<file path="src/rtl/sd_init_ctrl.sv">
// SD card SPI-mode init sequencer: power-up dummy clocks, CMD0, CMD8, CMD55/ACMD41 loop, optional CMD58.
// Latency: one command per SEND/WAIT/EVAL pass; EVAL is one cycle after the response is captured.
// Backpressure: cmd_req is held, with idx/arg/crc stable, until cmd_ack; dummy_req is held until dummy_done.
//
// Ports: i_sclk/i_rst (sync, active-high); i_init_start pulse; dummy clock handshake
// (o_dummy_req, o_dummy_cnt, i_dummy_done); command engine handshake (o_cmd_req, i_cmd_ack,
// o_cmd_idx/arg/crc, i_resp_valid, i_resp_r1, i_resp_ext, i_resp_timeout); status
// (o_clk_fast, o_init_busy, o_init_done, o_init_err, o_err_code, o_card_v2, o_card_sdhc).
// Optional macro SD_INIT_OCR_READ_EN: issue CMD58 after ACMD41 and report CCS as o_card_sdhc.
module sd_init_ctrl #(
    parameter int PWRUP_CLKS   = 80,
    parameter int CMD0_RETRY   = 8,
    parameter int ACMD41_RETRY = 1000
) (
    input  logic        i_sclk,
    input  logic        i_rst,
    input  logic        i_init_start,
    output logic        o_dummy_req,
    output logic [7:0]  o_dummy_cnt,
    input  logic        i_dummy_done,
    output logic        o_cmd_req,
    input  logic        i_cmd_ack,
    output logic [5:0]  o_cmd_idx,
    output logic [31:0] o_cmd_arg,
    output logic [6:0]  o_cmd_crc,
    input  logic        i_resp_valid,
    input  logic [7:0]  i_resp_r1,
    input  logic [31:0] i_resp_ext,
    input  logic        i_resp_timeout,
    output logic        o_clk_fast,
    output logic        o_init_busy,
    output logic        o_init_done,
    output logic        o_init_err,
    output logic [2:0]  o_err_code,
    output logic        o_card_v2,
    output logic        o_card_sdhc
);
    typedef enum logic [2:0] {S_IDLE, S_PWRUP, S_SEND, S_WAIT, S_EVAL, S_DONE, S_ERR} state_t;
    typedef enum logic [2:0] {C_CMD0, C_CMD8, C_CMD55, C_ACMD41, C_CMD58} cmd_t;

    localparam logic [15:0] L_CMD0_MAX   = 16'(CMD0_RETRY);
    localparam logic [15:0] L_ACMD41_MAX = 16'(ACMD41_RETRY);

    state_t      r_state, w_state;
    cmd_t        r_cmd, w_cmd;
    logic [15:0] r_cmd0_cnt, w_cmd0_cnt, r_acmd_cnt, w_acmd_cnt;
    logic [7:0]  r_r1, w_r1;
    logic [11:0] r_ext12, w_ext12;
    logic        r_done, w_done, r_err, w_err, r_fast, w_fast, r_v2, w_v2;
    logic [2:0]  r_code, w_code;
    logic        w_ok, w_fail;
    logic [2:0]  w_fail_code;
    logic [15:0] w_cmd0_inc, w_acmd_inc;
    logic [5:0]  w_idx;
    logic [31:0] w_arg;
    logic [6:0]  w_crc;
    logic        w_unused;
`ifdef SD_INIT_OCR_READ_EN
    logic        r_ccs, w_ccs, r_sdhc, w_sdhc;
    assign w_unused = ^{i_resp_ext[31], i_resp_ext[29:12]};
`else
    assign w_unused = ^i_resp_ext[31:12];
`endif

    assign w_cmd0_inc = r_cmd0_cnt + 16'd1;
    assign w_acmd_inc = r_acmd_cnt + 16'd1;

    // Command fields are decoded from the held command register so they stay
    // constant for the whole SEND phase regardless of ack delay.
    always_comb begin
        w_idx = 6'd0;
        w_arg = 32'd0;
        w_crc = 7'h7F;
        case (r_cmd)
            C_CMD0:   w_crc = 7'h4A;
            C_CMD8:   begin w_idx = 6'd8;  w_arg = 32'h0000_01AA; w_crc = 7'h43; end
            C_CMD55:  w_idx = 6'd55;
            C_ACMD41: begin w_idx = 6'd41; w_arg = r_v2 ? 32'h4000_0000 : 32'd0; end
`ifdef SD_INIT_OCR_READ_EN
            C_CMD58:  w_idx = 6'd58;
`endif
            default:  w_idx = 6'd0;
        endcase
    end

    always_comb begin
        w_state     = r_state;
        w_cmd       = r_cmd;
        w_cmd0_cnt  = r_cmd0_cnt;
        w_acmd_cnt  = r_acmd_cnt;
        w_r1        = r_r1;
        w_ext12     = r_ext12;
        w_done      = r_done;
        w_err       = r_err;
        w_fast      = r_fast;
        w_v2        = r_v2;
        w_code      = r_code;
        w_ok        = 1'b0;
        w_fail      = 1'b0;
        w_fail_code = 3'd0;
`ifdef SD_INIT_OCR_READ_EN
        w_ccs       = r_ccs;
        w_sdhc      = r_sdhc;
`endif
        case (r_state)
            S_IDLE, S_DONE, S_ERR: begin
                if (i_init_start) begin
                    w_state    = S_PWRUP;
                    w_done     = 1'b0;
                    w_err      = 1'b0;
                    w_code     = 3'd0;
                    w_v2       = 1'b0;
                    w_fast     = 1'b0;
                    w_cmd0_cnt = 16'd0;
                    w_acmd_cnt = 16'd0;
`ifdef SD_INIT_OCR_READ_EN
                    w_sdhc     = 1'b0;
`endif
                end
            end
            S_PWRUP: begin
                if (i_dummy_done) begin
                    w_cmd   = C_CMD0;
                    w_state = S_SEND;
                end
            end
            S_SEND: begin
                if (i_cmd_ack) w_state = S_WAIT;
            end
            S_WAIT: begin
                // Timeout takes priority over a coincident response.
                if (i_resp_timeout) begin
                    w_fail      = 1'b1;
                    w_fail_code = 3'd6;
                end else if (i_resp_valid) begin
                    w_r1    = i_resp_r1;
                    w_ext12 = i_resp_ext[11:0];
`ifdef SD_INIT_OCR_READ_EN
                    w_ccs   = i_resp_ext[30];
`endif
                    w_state = S_EVAL;
                end
            end
            S_EVAL: begin
                w_state = S_SEND;
                case (r_cmd)
                    C_CMD0: begin
                        if (r_r1 == 8'h01) begin
                            w_cmd = C_CMD8;
                        end else begin
                            w_cmd0_cnt = w_cmd0_inc;
                            if (w_cmd0_inc >= L_CMD0_MAX) begin
                                w_fail      = 1'b1;
                                w_fail_code = 3'd1;
                            end
                        end
                    end
                    C_CMD8: begin
                        // A v1 card rejects CMD8 as illegal; that still continues, as v1.
                        if (r_r1 == 8'h01 && r_ext12 == 12'h1AA) begin
                            w_v2  = 1'b1;
                            w_cmd = C_CMD55;
                        end else if (r_r1[2]) begin
                            w_v2  = 1'b0;
                            w_cmd = C_CMD55;
                        end else begin
                            w_fail      = 1'b1;
                            w_fail_code = 3'd2;
                        end
                    end
                    C_CMD55: begin
                        if (r_r1 == 8'h00 || r_r1 == 8'h01) begin
                            w_cmd = C_ACMD41;
                        end else begin
                            w_fail      = 1'b1;
                            w_fail_code = 3'd3;
                        end
                    end
                    C_ACMD41: begin
                        if (r_r1 == 8'h00) begin
`ifdef SD_INIT_OCR_READ_EN
                            w_cmd = C_CMD58;
`else
                            w_ok  = 1'b1;
`endif
                        end else if (r_r1 == 8'h01) begin
                            w_acmd_cnt = w_acmd_inc;
                            if (w_acmd_inc < L_ACMD41_MAX) begin
                                w_cmd = C_CMD55;
                            end else begin
                                w_fail      = 1'b1;
                                w_fail_code = 3'd4;
                            end
                        end else begin
                            w_fail      = 1'b1;
                            w_fail_code = 3'd3;
                        end
                    end
`ifdef SD_INIT_OCR_READ_EN
                    C_CMD58: begin
                        if (r_r1 == 8'h00) begin
                            w_sdhc = r_v2 & r_ccs;
                            w_ok   = 1'b1;
                        end else begin
                            w_fail      = 1'b1;
                            w_fail_code = 3'd5;
                        end
                    end
`endif
                    default: begin
                        w_fail      = 1'b1;
                        w_fail_code = 3'd3;
                    end
                endcase
            end
            default: w_state = S_IDLE;
        endcase

        if (w_fail) begin
            w_state = S_ERR;
            w_err   = 1'b1;
            w_code  = w_fail_code;
            w_fast  = 1'b0;
        end else if (w_ok) begin
            w_state = S_DONE;
            w_done  = 1'b1;
            w_fast  = 1'b1;
        end
    end

    always_ff @(posedge i_sclk) begin
        if (i_rst) begin
            r_state    <= S_IDLE;
            r_cmd      <= C_CMD0;
            r_cmd0_cnt <= 16'd0;
            r_acmd_cnt <= 16'd0;
            r_r1       <= 8'd0;
            r_ext12    <= 12'd0;
            r_done     <= 1'b0;
            r_err      <= 1'b0;
            r_fast     <= 1'b0;
            r_v2       <= 1'b0;
            r_code     <= 3'd0;
`ifdef SD_INIT_OCR_READ_EN
            r_ccs      <= 1'b0;
            r_sdhc     <= 1'b0;
`endif
        end else begin
            r_state    <= w_state;
            r_cmd      <= w_cmd;
            r_cmd0_cnt <= w_cmd0_cnt;
            r_acmd_cnt <= w_acmd_cnt;
            r_r1       <= w_r1;
            r_ext12    <= w_ext12;
            r_done     <= w_done;
            r_err      <= w_err;
            r_fast     <= w_fast;
            r_v2       <= w_v2;
            r_code     <= w_code;
`ifdef SD_INIT_OCR_READ_EN
            r_ccs      <= w_ccs;
            r_sdhc     <= w_sdhc;
`endif
        end
    end

    assign o_dummy_req = (r_state == S_PWRUP);
    assign o_dummy_cnt = o_dummy_req ? 8'(PWRUP_CLKS) : 8'd0;
    assign o_cmd_req   = (r_state == S_SEND);
    assign o_cmd_idx   = o_cmd_req ? w_idx : 6'd0;
    assign o_cmd_arg   = o_cmd_req ? w_arg : 32'd0;
    assign o_cmd_crc   = o_cmd_req ? w_crc : 7'd0;
    assign o_init_busy = (r_state == S_PWRUP) || (r_state == S_SEND) ||
                         (r_state == S_WAIT)  || (r_state == S_EVAL);
    assign o_init_done = r_done;
    assign o_init_err  = r_err;
    assign o_err_code  = r_code;
    assign o_clk_fast  = r_fast;
    assign o_card_v2   = r_v2;
`ifdef SD_INIT_OCR_READ_EN
    assign o_card_sdhc = r_sdhc;
`else
    assign o_card_sdhc = 1'b0;
`endif
endmodule

</file>
<file path="config.mk">
export PLATFORM = sky130hd
export DESIGN_NAME = sd_init_ctrl
export DESIGN_NICKNAME = d
export VERILOG_FILES = /design/src/rtl/sd_init_ctrl.sv
export SDC_FILE = /design/constraint.sdc
export NUM_CORES = 1
export LEC_CHECK = 0
export CAP_MARGIN = 20
export CORE_MARGIN = 2
export CORE_UTILIZATION = 45
export CTS_BUF_LIST = sky130_fd_sc_hd__clkbuf_4
export CTS_CLUSTER_SIZE = 20
export DETAILED_ROUTE_END_ITERATION = 7
export PLACE_DENSITY_LB_ADDON = 0.15
export SETUP_SLACK_MARGIN = 0.2
export SLEW_MARGIN = 20
export SYNTH_ARGS = -nofsm -noshare
export SYNTH_HDL_FRONTEND = slang
export SYNTH_SLANG_ARGS = --single-unit
</file>
<file path="constraint.sdc">
create_clock -name i_sclk -period 8 [get_ports i_sclk]
set_input_delay 2 -clock i_sclk [delete_from_list [all_inputs] [get_ports i_sclk]]
set_output_delay 2 -clock i_sclk [all_outputs]
set_load 0.03 [all_outputs]
</file>
==> results summary <==
The cell sitting at the root of the clock tree is a sky130_fd_sc_hd__clkbuf_4. In this design, the largest share of critical-path delay is due to buffers and inverters. The post-synthesis instance area is 4130 sq um. A synthesized cell averages 7.25 sq um. The register clock-pin slew on the reported worst setup and hold paths is 0.12 ns. The H-tree was split into 3 levels. The count of nets left with antenna violations once routing finished came out at 0.

The required time at the endpoint of the critical path came out at 6.00 ns. Counting every instance in the synthesized netlist gives 569. The number of setup violations in the final report is 0. Dividing the detail-routed wire length by the instance count gives 13.9 um. The category of the critical setup timing path is register to output pin. Setup total negative slack on the finished layout was measured at 0 ns. The clock tree skew after final layout is 0.0198 ns. Of all nets on the critical path, the largest fanout is 12.

The shortest clock period the worst path allows after layout is 4.58 ns. The placed cell count is 687. The synthesized netlist devotes 20.0% of its cell area to compound gates.

The global-route usage over all layers came out at 20.3%. The total number of clock tree sinks is 64. The area share of the largest cell type after synthesis came out at 31.1%. Gates resized during post-CTS repair numbered 0. The number of synthesized flops with an enable pin is 0. The delay contributed by the slowest stage of the critical path is 0.70 ns.

The worst setup path is launched from a register. The pin count of the biggest net entering global routing is 58. The final net count came out at 645. The clock buffer count from CTS is 9. The tightest min-delay check is of the register to register type. The pre-CTS worst setup slack came out at 3.82 ns.

For this run, the leading register cell type out of synthesis is sky130_fd_sc_hd__dfxtp_1. The final period utilization came out at 57.3%. The main combinational cell family by area after synthesis is simple AND/OR/NAND/NOR gates. The cell type with the largest total area after synthesis is sky130_fd_sc_hd__dfxtp_1. The count of placed standard cells in the final layout, fillers left out came out at 703. The total of max-cap violations came out at 0. The number of buffers inserted to repair setup after CTS is 0. For this design the static power due to leakage is 1.52 nW. The synthesis-to-finish area growth came out at 11.0%. The total count of hold-check failures in the final report came out at 0. The run finished with clean final reports. Counting flops and latches in the post-synthesis netlist gives 64. The multiplexer area fraction after synthesis is 0.485%.

After synthesis, the cell types taking the most area are sky130_fd_sc_hd__dfxtp_1 (31%), sky130_fd_sc_hd__buf_4 (8.7%), sky130_fd_sc_hd__nand2_1 (7.3%). Sequential elements use 31.1% of the synthesized area. The power per standard cell area came out at 199 nW/um^2. The normalized max-slew margin is 42.3%. The number of buffers inserted by hold repair at cts came out at 0.

The later pin in the worst-skew pair is clocked with a latency of 0.41 ns. The die outline width came out at 99.7 um. After synthesis, the share of flip-flops with an asynchronous set or reset is 0%. The HPWL after detailed placement is 6.90 mm.

The initial detailed-routing violation count came out at 248. The first-pass GRT wire length is 16.6 mm. The total power of the final layout came out at 0.913 mW.

The die outline area is 9950 sq um. The floorplan has 34 rows. For this run, the share of the core covered by cells in the final layout is 52.0%.

The adder-cell share of the synthesized area is 2.67%. The total iterations of the first detailed-routing run came out at 5. The via count is 3944. At the worst endpoint, the arrival time is 2.58 ns. Across the VDD grid, the largest voltage drop is 0.0000868 V. The routability congestion estimate from global placement came out at 0.850. The initial antenna violation count came out at 0. Setup repair after global routing left no endpoint under its margin.

The top cell types in the final layout, fill and taps aside, are sky130_fd_sc_hd__nand2_1 (80), sky130_fd_sc_hd__dfxtp_1 (64), sky130_fd_sc_hd__nor2_1 (59), sky130_fd_sc_hd__a21oi_1 (58), sky130_fd_sc_hd__clkdlybuf4s50_1 (56). The number of primary I/O pins is 111. The core region area is 8810 sq um.

The slack of the critical path came out at 3.42 ns. The critical-path cell with the highest stage delay is sky130_fd_sc_hd__clkdlybuf4s50_1. The diode insertion count for antenna repair came out at 0.

STA classifies the critical path endpoint as an output pin. The overflow left after global routing came out at 0. The via count of the first global-routing pass is 3567. TritonCTS built the clock tree. The distinct cell type count of the synthesized netlist came out at 60. The starting density of the core came out at 46.8%. Timing would allow up to 218 MHz.

The sum of routed wire length over all layers came out at 9.77 mm. The total of warnings raised by yosys is 0. Summing the areas of all xor and xnor instances in the mapped netlist gives 2.55% of the synthesized area. Walking the worst path, the cells encountered are inv_1, nor2_1, nand2_1, inv_1, and2_1, clkdlybuf4s50_1. The synthesized netlist devotes 30.0% of its cell area to simple gates.

Using the TritonRoute via totals, the vias-per-cell ratio works out to 5.61. The number of buffer and inverter instances along the worst setup path is 3. The total of buffers placed on input and output ports came out at 57. The fraction of final layout cells with drive strength greater than 1 came out at 4.54%. The most frequent standard cell in the layout excluding fill and tap cells is sky130_fd_sc_hd__nand2_1.

The slew at the pin with the worst max-slew slack came out at 0.862 ns. The die span in y is 99.7 um. The fill cell instance count of the final layout came out at 877. In the routed design, unresolved DRC markers number 0.

The worst-case clock buffer depth is 2. The cell seen most often among critical-path stages is sky130_fd_sc_hd__inv_1. The count of final max-slew check failures came out at 0.
## stage by stage
stage / area, sq um / hold slack, ns
2_1_floorplan: 4250 / 0.432
3_3_place_gp: 4460 / 0.441
3_5_place_dp: 4460 / 0.449
4_1_cts: 4580 / 0.467
5_1_grt: 4580 / 0.489
6_report: 4580 / 0.465
## worst register-to-register path: cells and delay by family, from the launching register on
family                    cells  cell delay [ns]
AOI/OAI and AO/OA             4             1.39
and+or+nand+nor               2             0.75
DFF                           1             0.53
xor gates and xnor gates      1             0.12
## where the power goes
group          internal, mW  total, mW  switching [mW]
clock                0.0637      0.192           0.128
combinational         0.124      0.363           0.240
sequential            0.332      0.358          0.0258
total                 0.519      0.913           0.394
## sequential cells by signal, summed over array words and instances, names as in the netlist
name / flops
r_cmd: 2
o_card_v2: 1
o_err_code: 3
r_r1: 8
r_acmd_cnt: 16
o_init_done: 1
r_cmd0_cnt: 16
r_state: 3
o_init_err: 1
o_clk_fast: 1
r_ext12: 12
## final cells by class
cell class | instances | area (sq um) | share of cell area (%)
sequential | 64 | 1280 | 28.0
tap | 108 | 135 | 2.95
multi-input combinational | 444 | 2420 | 52.9
inverter | 12 | 45.0 | 0.983
clock inverter | 7 | 47.5 | 1.04
clock buffer | 9 | 67.6 | 1.48
timing repair buffer | 59 | 583 | 12.7
## per-layer routing
| layer | track usage (%) | wire [um] |
|---|---|---|
| met4 | 5.48 | 111 |
| met1 | 26.2 | 4420 |
| met5 | 0 | 0 |
| met2 | 34.0 | 4690 |
| met3 | 4.92 | 543 |
## cells by family (layout without fill, tap and decap cells)
logic type | after synthesis | count (layout)
buf+inv | 93 | 87
fa+ha+maj | 9 | 9
simple gates | 254 | 254
xor+xnor | 12 | 12
flops | 64 | 64
compound gates | 134 | 134
mux | 2 | 2
other cells | 1 | 33
## worst paths after layout
path,cells past startpoint,to,slack [ns],from
worst max-delay path,6,o_cmd_arg[1],3.42,r_state[1]$_SDFFE_PP0P_
worst min-delay path,2,r_ext12[8]$_SDFFE_PP0P_,0.46,r_ext12[8]$_SDFFE_PP0P_
worst max register to register,7,o_init_err$_SDFFE_PP0P_,5.12,r_cmd0_cnt[4]$_SDFFE_PP0P_
worst min register to register,2,r_ext12[8]$_SDFFE_PP0P_,0.46,r_ext12[8]$_SDFFE_PP0P_
## synthesized netlist by cell type, drive strengths merged, types with 9 or more instances
| master | n |
|---|---|
| nand4 | 13 |
| or3 | 9 |
| dfxtp | 64 |
| a311oi | 11 |
| a21oi | 59 |
| o21ai | 29 |
| nand2 | 81 |
| nand3 | 22 |
| inv | 12 |
| nor3 | 24 |
| buf | 54 |
| nor2 | 60 |
| clkbuf | 27 |
Power figures use the tool's default switching activity.
